<file path="src/rtl/llc_arbiter.sv">
// llc_arbiter
// Shares the single cacheline-adaptor port between the L1 instruction cache
// and the L1 data cache. It grants one whole-line transaction at a time, using
// round-robin when both caches ask at once. Every output is registered.
//
// Ports:
//   clk, reset_n        clock (rising edge), asynchronous active-low reset
//   i_address_i/i_read_i            icache miss request
//   i_line_o/i_resp_o               icache returned line and completion pulse
//   d_address_i/d_read_i/d_write_i  dcache read or writeback request
//   d_line_i                        dcache writeback data
//   d_line_o/d_resp_o               dcache returned line and completion pulse
//   mem_address_o/mem_read_o/mem_write_o/mem_line_o  request to the adaptor
//   mem_line_i/mem_resp_i           adaptor returned line and completion pulse
//
// Handshake: a requester raises read/write and holds it (with stable address
// and data) until its x_resp_o pulse. It must drop the request in the cycle
// after that pulse. On the adaptor side, mem_read_o/mem_write_o stay high
// until the clock edge that samples mem_resp_i=1. They are low in the
// following cycle.
module llc_arbiter #(
  parameter int s_offset = 5,
  localparam int size = (2**s_offset)*8
) (
  input  logic            clk,
  input  logic            reset_n,
  input  logic [31:0]     i_address_i,
  input  logic            i_read_i,
  output logic [size-1:0] i_line_o,
  output logic            i_resp_o,
  input  logic [31:0]     d_address_i,
  input  logic            d_read_i,
  input  logic            d_write_i,
  input  logic [size-1:0] d_line_i,
  output logic [size-1:0] d_line_o,
  output logic            d_resp_o,
  output logic [31:0]     mem_address_o,
  output logic            mem_read_o,
  output logic            mem_write_o,
  output logic [size-1:0] mem_line_o,
  input  logic [size-1:0] mem_line_i,
  input  logic            mem_resp_i
);

  typedef enum logic [2:0] {IDLE, BUSY_I, BUSY_D, RESP_I, RESP_D} state_t;

  state_t          state, state_n;
  logic            last_d, last_d_n;  // 1: the dcache won the most recent grant
  logic [31:0]     address_n;
  logic [size-1:0] mem_line_n, i_line_n, d_line_n;
  logic            read_n, write_n, i_resp_n, d_resp_n;
  logic            i_req, d_req, grant_i;

  assign i_req = i_read_i;
  assign d_req = d_read_i | d_write_i;
  // The icache wins when alone, or on contention when the dcache went last.
  assign grant_i = i_req & (~d_req | last_d);

  always_ff @(posedge clk or negedge reset_n) begin
    if (!reset_n) begin
      state         <= IDLE;
      last_d        <= 1'b1;
      mem_address_o <= '0;
      mem_read_o    <= 1'b0;
      mem_write_o   <= 1'b0;
      mem_line_o    <= '0;
      i_line_o      <= '0;
      d_line_o      <= '0;
      i_resp_o      <= 1'b0;
      d_resp_o      <= 1'b0;
    end else begin
      state         <= state_n;
      last_d        <= last_d_n;
      mem_address_o <= address_n;
      mem_read_o    <= read_n;
      mem_write_o   <= write_n;
      mem_line_o    <= mem_line_n;
      i_line_o      <= i_line_n;
      d_line_o      <= d_line_n;
      i_resp_o      <= i_resp_n;
      d_resp_o      <= d_resp_n;
    end
  end

  always_comb begin
    state_n    = state;
    last_d_n   = last_d;
    address_n  = mem_address_o;
    read_n     = mem_read_o;
    write_n    = mem_write_o;
    mem_line_n = mem_line_o;
    i_line_n   = i_line_o;
    d_line_n   = d_line_o;
    i_resp_n   = 1'b0;
    d_resp_n   = 1'b0;
    case (state)
      IDLE: begin
        if (grant_i) begin
          address_n = i_address_i;
          read_n    = 1'b1;
          write_n   = 1'b0;
          last_d_n  = 1'b0;
          state_n   = BUSY_I;
        end else if (d_req) begin
          address_n  = d_address_i;
          mem_line_n = d_line_i;
          // Read wins when both are set, matching the adaptor's own priority.
          read_n     = d_read_i;
          write_n    = ~d_read_i & d_write_i;
          last_d_n   = 1'b1;
          state_n    = BUSY_D;
        end
      end
      BUSY_I: begin
        if (mem_resp_i) begin
          read_n   = 1'b0;
          write_n  = 1'b0;
          i_line_n = mem_line_i;
          i_resp_n = 1'b1;
          state_n  = RESP_I;
        end
      end
      BUSY_D: begin
        if (mem_resp_i) begin
          read_n  = 1'b0;
          write_n = 1'b0;
          if (mem_read_o) d_line_n = mem_line_i;
          d_resp_n = 1'b1;
          state_n  = RESP_D;
        end
      end
      // The response cycle never grants. The requester drops its request in
      // the IDLE cycle that follows, so it is not granted a second time.
      RESP_I, RESP_D: state_n = IDLE;
      default: state_n = IDLE;
    endcase
  end

endmodule

</file>
<file path="config.mk">
export PLATFORM = sky130hd
export DESIGN_NAME = llc_arbiter
export DESIGN_NICKNAME = d
export VERILOG_FILES = /design/src/rtl/llc_arbiter.sv
export SDC_FILE = /design/constraint.sdc
export NUM_CORES = 1
export LEC_CHECK = 0
export BUFFER_PORTS_ARGS = -buffer_cell sky130_fd_sc_hd__buf_2
export CAP_MARGIN = 0
export CORE_AREA = 2 2 547 549
export DETAILED_ROUTE_END_ITERATION = 8
export DIE_AREA = 0 0 549 551
export PLACE_DENSITY = 0.3
export SYNTH_ARGS = -nofsm -noshare
export SYNTH_HDL_FRONTEND = slang
export SYNTH_SLANG_ARGS = --single-unit
</file>
<file path="constraint.sdc">
create_clock -name clk -period 6.1 [get_ports clk]
set_input_delay 1.525 -clock clk [delete_from_list [all_inputs] [get_ports clk]]
set_output_delay 1.525 -clock clk [all_outputs]
set_load 0.02 [all_outputs]
</file>
==> results of run 1 <==
-- placed cells by master, fill, tap and decap left out, types with 2 or more instances in the layout --
master / synthesis / layout
buf_2: 30 / 1384
dfrtp_1: 807 / 807
nand2_1: 770 / 769
mux2_2: 272 / 272
mux2_1: 240 / 240
clkbuf_16: 0 / 112
diode_2: 0 / 53
buf_4: 13 / 40
a21oi_1: 35 / 34
o21ai_0: 32 / 32
nand3_1: 32 / 32
a31oi_1: 32 / 32
clkbuf_1: 77 / 32
clkbuf_8: 0 / 25
clkinv_2: 0 / 16
buf_12: 0 / 13
clkinvlp_4: 0 / 6
inv_1: 4 / 4
bufinv_16: 0 / 4
nor2_1: 3 / 3
inv_16: 0 / 3
nor3_1: 3 / 2
or3_1: 2 / 2
-- path summary, 6_finish.rpt --
| path | slack (ns) | cells after the start | end |
|---|---|---|---|
| setup / recovery | 2.99 | 1 | d_line_o[173] |
| hold / removal | 0.47 | 2 | i_line_o[8]$_DFFE_PN0P_ |
| setup reg to reg | 3.08 | 4 | mem_line_o[2]$_DFFE_PN0P_ |
| hold reg to reg | 0.47 | 2 | i_line_o[8]$_DFFE_PN0P_ |
| max in group asynchronous | 4.06 | 2 | mem_line_o[114]$_DFFE_PN0P_ |
| min in group asynchronous | 0.78 | 1 | i_line_o[252]$_DFFE_PN0P_ |
-- worst min-delay path: stages (launching register included) --
cell,delay [ns]
dfrtp_1,0.33
nand2_1,0.05
nand2_1,0.06
-- layout make-up --
type,instances,area share
Clock buffer,169,0.07099
Sequential cell,808,0.4394
Tap cell,3939,0.1071
Inverter,5,0.0005710
Antenna cell,53,0.002882
Clock inverter,31,0.007477
Timing Repair Buffer,1438,0.1630
Multi-Input combinational cell,1438,0.2086
-- metal layers --
| metal | track usage | up-vias | share of wire |
|---|---|---|---|
| met2 | 0.2192 | 1231 | 0.50 |
| met3 | 0.06412 | 396 | 0.12 |
| met1 | 0.1263 | 12190 | 0.35 |
| met4 | 0.02725 | 136 | 0.025 |
| met5 | 0 | - | 0.0045 |
| li1 | - | 10850 | - |
-- sequential cells by signal (all words and copies together) (netlist names) --
| register | cells |
|---|---|
| d_line_o | 256 |
| i_line_o | 256 |
| mem_line_o | 256 |
| mem_address_o | 32 |
| state | 3 |
| d_resp_o | 1 |
| i_resp_o | 1 |
| last_d | 1 |
| mem_read_o | 1 |
| mem_write_o | 1 |
-- kinds of logic (layout without fill, tap and decap cells) --
kind of cell | Yosys count | after routing | share of synthesized area
xor gates and xnor gates | 1 | 1 | 0.0002872
buffers and inverters | 145 | 1643 | 0.02412
AOI/OAI and AO/OA | 109 | 109 | 0.02055
muxes | 513 | 513 | 0.1893
DFF | 808 | 808 | 0.6629
and+or+nand+nor | 815 | 815 | 0.1028
other | 0 | 53 | 0
-- power breakdown --
| group | total [mW] | internal (mW) | switching (mW) |
|---|---|---|---|
| combinational | 12.0 | 3.91 | 8.14 |
| clock | 6.57 | 3.85 | 2.71 |
| sequential | 9.49 | 8.01 | 1.48 |
-- stage by stage --
step	hold slack [ns]	util	cell area, um^2	power (mW)	setup WS [ns]
global route	0.4863	0.1550	45920	29.77	2.875
finish	0.4657	0.1553	46020	28.10	2.991
detailed placement	0.4565	0.1427	42280	22.11	2.169
CTS	0.4701	0.1549	45890	28.98	2.826
global placement	0.4546	0.1427	42280	22.07	2.235
floorplan	0.5575	-	30500	15.83	3.191
==> summary.md, run 1 <==
| Metric | Value |
|---|---|
| Routed wire length | approximately 190000 um |
| Initial Util | 0.1030 |
| Core Area | just under 0.3 mm^2 |
| Placed insts | about 7.6k |
| Clk slew on worst S/H paths | approximately 0.050 ns |
| Filler-free cell count of the finished design | 7881 |
| GRT Residual Overflow | 0 |
| Hold Crit Class | reg -> reg |
| Latest clock arrival within the worst-skew pair | between 0.8 and 0.9 ns |
| DRC viols | 0 |
| Reg-to-reg startpoint | state[0]$_DFFE_PN0P_ |
| Vias in the first global route | 25.96k |
| Synthesized area per cell | between 10 and 15 um^2 |
| Fmax | between 300 and 400 MHz |
| Critical path arrival | around 1.6 ns |
| RePlAce Congestion | between 0.8 and 0.9 |
| DR vias/cell | 3.146 |
| Fill count | about 34k |
| Netlist cell types | 36 |
| Worst slew pin tran | around 1.2 ns |
| Top post-synthesis cells by count | dfrtp_1, nand2_1, mux2_2, mux2_1, clkbuf_1 |
| FF+latch area | around 0.020 mm^2 |
| Area leader, netlist | dfrtp_1 |
| Buffers added on ports | 1385 |
| Unrepaired setup endpoints after global routing | no |
| # setup viols final | 0 |
| Initial antenna violation count | 152 |
| Critical Path End Type | primary output |
| Relative slew slack | 0.1954 |
| Ys async rst share | 1.000 |
| Total Routing Usage GR | 0.1227 |
| Final ANT Viol Nets | 0 |
| Htree depth | 3 |
| Wire length per cell after detailed routing | around 24 um |
| CP bufs+invs | 1 |
| Share of cells above drive strength 1 | 0.4855 |
| Clock buffer depth | 4 |
| Hold Fails Final Rpt | 0 |
| # nets final | between 4k and 5k |
| Clock Tree Root | clkbuf_16 |
| Critical path's slowest cell | dfrtp_1 |
| Clock sink count | between 800 and 900 |
| Seq/Total Area, Yosys | 0.6629 |
| First-pass GRT wire length | ~250000 um |
| Num CTS Buffers | about 110 |
| Main synth FF type | dfrtp_1 |
| Top cell type's share of synthesized area | 0.6620 |
| Total power density per cell area | a little over 600 mW/mm^2 |
| Largest net degree at the start of global routing | 139 |
| Largest cells by area after synthesis | dfrtp_1, mux2_2, nand2_1 |
| # Post-CTS Setup Buffers | 0 |
| Dpl hpwl | about 160000 um |
| Worst setup path start | d_line_o[173]$_DFFE_PN0P_ |
| Min-delay src | i_line_o[8]$_DFFE_PN0P_ |
| Min Tclk post-route | between 3 and 4 ns |
| Syn_nets | between 2k and 3k |
| Critical Path Max Stage Delay | between 0.5 and 0.6 ns |
| Chip Height | 551 um |
| Std cell rows | 200 |
| Area delta synth->final | 50.87% |
| Final Skew | between 0.06 and 0.07 ns |
| Startpoint types | register |
| Final critical-path share of the clock period | 0.5096 |
| Yosys Warn Count | 0 |
| PostCTS Resize Cnt | 0 |
| Boundary pin count | 1386 |
| Max VDD drop | around 0.26 mV |
| Most numerous cell in the Yosys netlist | dfrtp_1 |
| Die area | a little over 0.3 mm^2 |
| CTS Hold Bufs | 0 |
| Crit path max-delay family | flip-flops |
| Setup TNS | 0 ns |
| Max-cap viol count | 0 |
| Kind of critical path | reg -> out |
| Post-synth EDFFs | 0 |
| Pre-antenna DRT Iters | 5 |
| Vias | 24.79k |
| 1st-iter DRT viols | about 1.1k |
| Status | finished, final reports clean |
| Lkg Pwr | 22.18 nW |
| Max Slew Vio Count | 0 |
| Synthesized cell area | 0.03050 mm^2 |
| Synth Register Bits | 808 |
| Critical Path, Cell by Cell | buf_2 |
| Crit-path max FO | 2 |
| Required @ worst endpoint | 4.58 ns |
| Area occupied by multi-input gates | about 0.0096 mm^2 |
| Mapped Cells | 2391 |
| CTS tree | built |
| Die X | 549 um |
No activity file was read; power rests on OpenSTA's default activity.
==> run 2, diff against run 1 <==
--- a/config.mk
+++ b/config.mk
@@ -5,11 +5,12 @@
 export SDC_FILE = /design/constraint.sdc
 export NUM_CORES = 1
 export LEC_CHECK = 0
+export ABC_AREA = 1
 export BUFFER_PORTS_ARGS = -buffer_cell sky130_fd_sc_hd__buf_2
 export CAP_MARGIN = 0
-export CORE_AREA = 2 2 547 549
+export CORE_AREA = 2 2 532 534
 export DETAILED_ROUTE_END_ITERATION = 8
-export DIE_AREA = 0 0 549 551
+export DIE_AREA = 0 0 534 536
 export PLACE_DENSITY = 0.3
 export SYNTH_ARGS = -nofsm -noshare
 export SYNTH_HDL_FRONTEND = slang
==> constraint.sdc (replaced) <==
create_clock -name clk -period 2.56 [get_ports clk]
set_input_delay 0.64 -clock clk [delete_from_list [all_inputs] [get_ports clk]]
set_output_delay 0.64 -clock clk [all_outputs]
set_load 0.02 [all_outputs]
==> run 2 against run 1 <==
Effect of this change:
- synthesized cell count increased by 37%
- hold slack got worse by 0.38 ns
- first-iteration DRC count increased by 65%
- via count increased by 18%
- core utilization increased by 2.0 points
- clock skew increased by 0.0011 ns
- non-clock buffer count increased by 315
- total power increased by 150%
- area after synthesis increased by 1.2%
- critical path type unchanged
==> summary.md, run 2 <==
| Metric | Value |
|---|---|
| CP Depth | 1 |
| Ys async rst share | 1.000 |
| Top post-synthesis cells by count | nand2_1, dfrtp_1, inv_1, o21ai_0, nand3_1 |
| Unrepaired setup endpoints after global routing | no |
| Met2 wire len | approximately 84000 um |
| Main synth FF type | dfrtp_1 |
| Worst r2r path cells | 7 |
| Worst R2R End | mem_line_o[166]$_DFFE_PN0P_ |
| Hold Crit Class | in -> reg |
| Met1 WL | approximately 86000 um |
| Fmax | ~420 MHz |
| Max-cap viol count | 0 |
| Max Slew Vio Count | 0 |
| Commonest cells after routing, fill and taps aside | buf_2, nand2_1, dfrtp_1 |
| Setup TNS | 0 ns |
| R2R setup slack | around 0.46 ns |
| Yosys Warn Count | 0 |
| Share of cells above drive strength 1 | 0.3329 |
| Total power density per cell area | 1410 mW/mm^2 |
| FF+latch area | roughly 0.020 mm^2 |
| Die X | roughly 530 um |
| Max VDD drop | 0.5164 mV |
| Worst setup path start | mem_line_o[209]$_DFFE_PN0P_ |
| Top cell type's share of synthesized area | 0.6545 |
| Status | finished, final reports clean |
| Hold Fails Final Rpt | 0 |
| Filler-free cell count of the finished design | between 8k and 9k |
| Final ANT Viol Nets | 0 |
| Total Routing Usage GR | 0.1367 |
| Critical path arrival | 1.73 ns |
| DP Area | 0.04283 mm^2 |
| Critical Path, Cell by Cell | buf_2 |
| Met3 wire len | between 20000 and 30000 um |
| Most numerous cell in the Yosys netlist | nand2_1 |
| Min Tclk post-route | 2.373 ns |
| Wire length per cell after detailed routing | roughly 23 um |
| Clock buffer depth | 4 |
| CTS tree | built |
| Area delta synth->final | 59.42% |
| Final Instance Area | between 0.04 and 0.05 mm^2 |
| Routed wire length | approximately 200000 um |
| Die area | ~0.29 mm^2 |
| Initial antenna violation count | 85 |
| Destination of the critical timing path | mem_line_o[209] |
| Synthesized cell area | about 0.03 mm^2 |
| Largest net degree at the start of global routing | between 100 and 150 |
| Seq/Total Area, Yosys | 0.6553 |
| Pre-antenna DRT Iters | 5 |
| Chip Height | approximately 540 um |
| Placed insts | approximately 8.3k |
| Area leader, netlist | dfrtp_1 |
| Synth Register Bits | 808 |
| Boundary pin count | 1386 |
| # Post-CTS Setup Buffers | 0 |
| Final critical-path share of the clock period | 0.9268 |
| Lkg Pwr | about 26 nW |
| Dpl hpwl | ~170000 um |
| Initial Util | 0.1099 |
| Synthesized area per cell | roughly 9.4 um^2 |
| Post-synth EDFFs | 0 |
| Relative slew slack | 0.5142 |
| Required @ worst endpoint | approximately 1.9 ns |
| 1st-iter DRT viols | roughly 1.9k |
| Num CTS Buffers | about 110 |
| Crit-path max FO | 2 |
| # setup viols final | 0 |
| GRT Residual Overflow | 0 |
| Fin Hold WS | 0.08941 ns |
| Registers with the most flip-flops | d_line_o x256, i_line_o x256, mem_line_o x256 |
| Syn_nets | 3851 |
| Clock sink count | 808 |
| # nets final | ~5.5k |
| Latest clock arrival within the worst-skew pair | roughly 0.83 ns |
| Commonest non-fill, non-tap cell in the layout | buf_2 |
| Netlist cell types | 24 |
| CP bufs+invs | 1 |
| Core Area | about 0.28 mm^2 |
| Vias in the first global route | approximately 30k |
| Critical path's slowest cell | dfrtp_1 |
| Fill count | about 32k |
| Critical Path Max Stage Delay | 0.63 ns |
| Startpoint types | register |
| Overall Power | slightly below 70 mW |
| Clk slew on worst S/H paths | 0.06 ns |
| Area occupied by multi-input gates | 0.008502 mm^2 |
| Worst slew pin tran | about 0.73 ns |
| Buffers added on ports | roughly 1.4k |
| Reg-to-reg startpoint | state[0]$_DFFE_PN0P_ |
| Vias | 29.35k |
| DR vias/cell | roughly 3.3 |
| Kind of critical path | reg -> out |
| Critical Path End Type | primary output |
| Crit path max-delay family | flip-flops |
| Largest cells by area after synthesis | dfrtp_1, nand2_1, o21ai_0 |
| Htree depth | 3 |
| RePlAce Congestion | between 0.8 and 0.9 |
| DRC viols | 0 |
| First-pass GRT wire length | 270800 um |
| Mapped Cells | ~3.3k |
| Max Used Layer | met5 |
| Final Skew | slightly below 0.07 ns |
| Std cell rows | roughly 200 |
| Clock Tree Root | clkbuf_16 |
## run 2: stage by stage
stage,util,worst slack [ns]
final,0.1752,0.1873
after global routing,0.1750,0.08088
after detailed placement,0.1525,0.2461
after CTS,0.1749,0.08952
after floorplan,-,0.9841
after global placement,0.1525,0.2382
## run 2: final cells by class
cell class / instances / area share
Antenna cell: 25 / 0.001272
Clock buffer: 168 / 0.06618
Clock inverter: 32 / 0.008699
Inverter: 297 / 0.02266
Multi-Input combinational cell: 1953 / 0.1728
Sequential cell: 808 / 0.4111
Tap cell: 3743 / 0.09521
Timing Repair Buffer: 1753 / 0.2221
## run 2: worst min-delay path by stage
| stage | from | to | slack [ns] | depth (start not counted) |
|---|---|---|---|---|
| finish | d_line_i[254] | mem_line_o[254]$_DFFE_PN0P_ | 0.09 | 3 |
| global route | i_address_i[30] | mem_address_o[30]$_DFFE_PN0P_ | 0.04 | 3 |
| CTS | mem_line_i[192] | d_line_o[192]$_DFFE_PN0P_ | 0.0008 | 3 |
| detailed placement | mem_line_o[100]$_DFFE_PN0P_ | mem_line_o[100]$_DFFE_PN0P_ | 0.46 | 2 |
| global placement | mem_line_o[19]$_DFFE_PN0P_ | mem_line_o[19]$_DFFE_PN0P_ | 0.45 | 2 |
| floorplan | reset_n | d_line_o[0]$_DFFE_PN0P_ | 0.34 | 0 |
## run 2: logic make-up (layout without fill, tap and decap cells)
kind of cell	count (synthesis)	after routing	synth area share
flops	808	808	0.6553
simple gates	1402	1402	0.1819
buf+inv	508	2250	0.07072
compound gates	551	551	0.09205
other cells	0	25	0
## run 2: routing by layer
layer,vias to the layer above,global-route usage
met3,282,0.08183
met1,14010,0.1725
met5,-,0
li1,13720,-
met2,1287,0.1965
met4,52,0.03068
## run 2: power by group
group	internal (mW)	total (mW)	switching [mW]
clock network	9.56	16.1	6.57
registers	18.7	22.5	3.75
logic	8.65	30.8	22.1
## run 2: repair_timing
action / 4_1_cts / 5_1_grt
endpoints found under the hold margin: 334 / 0
hold buffers: 261 / 0
setup endpoints to repair: 1 / 0
resized for setup: 1 / 0
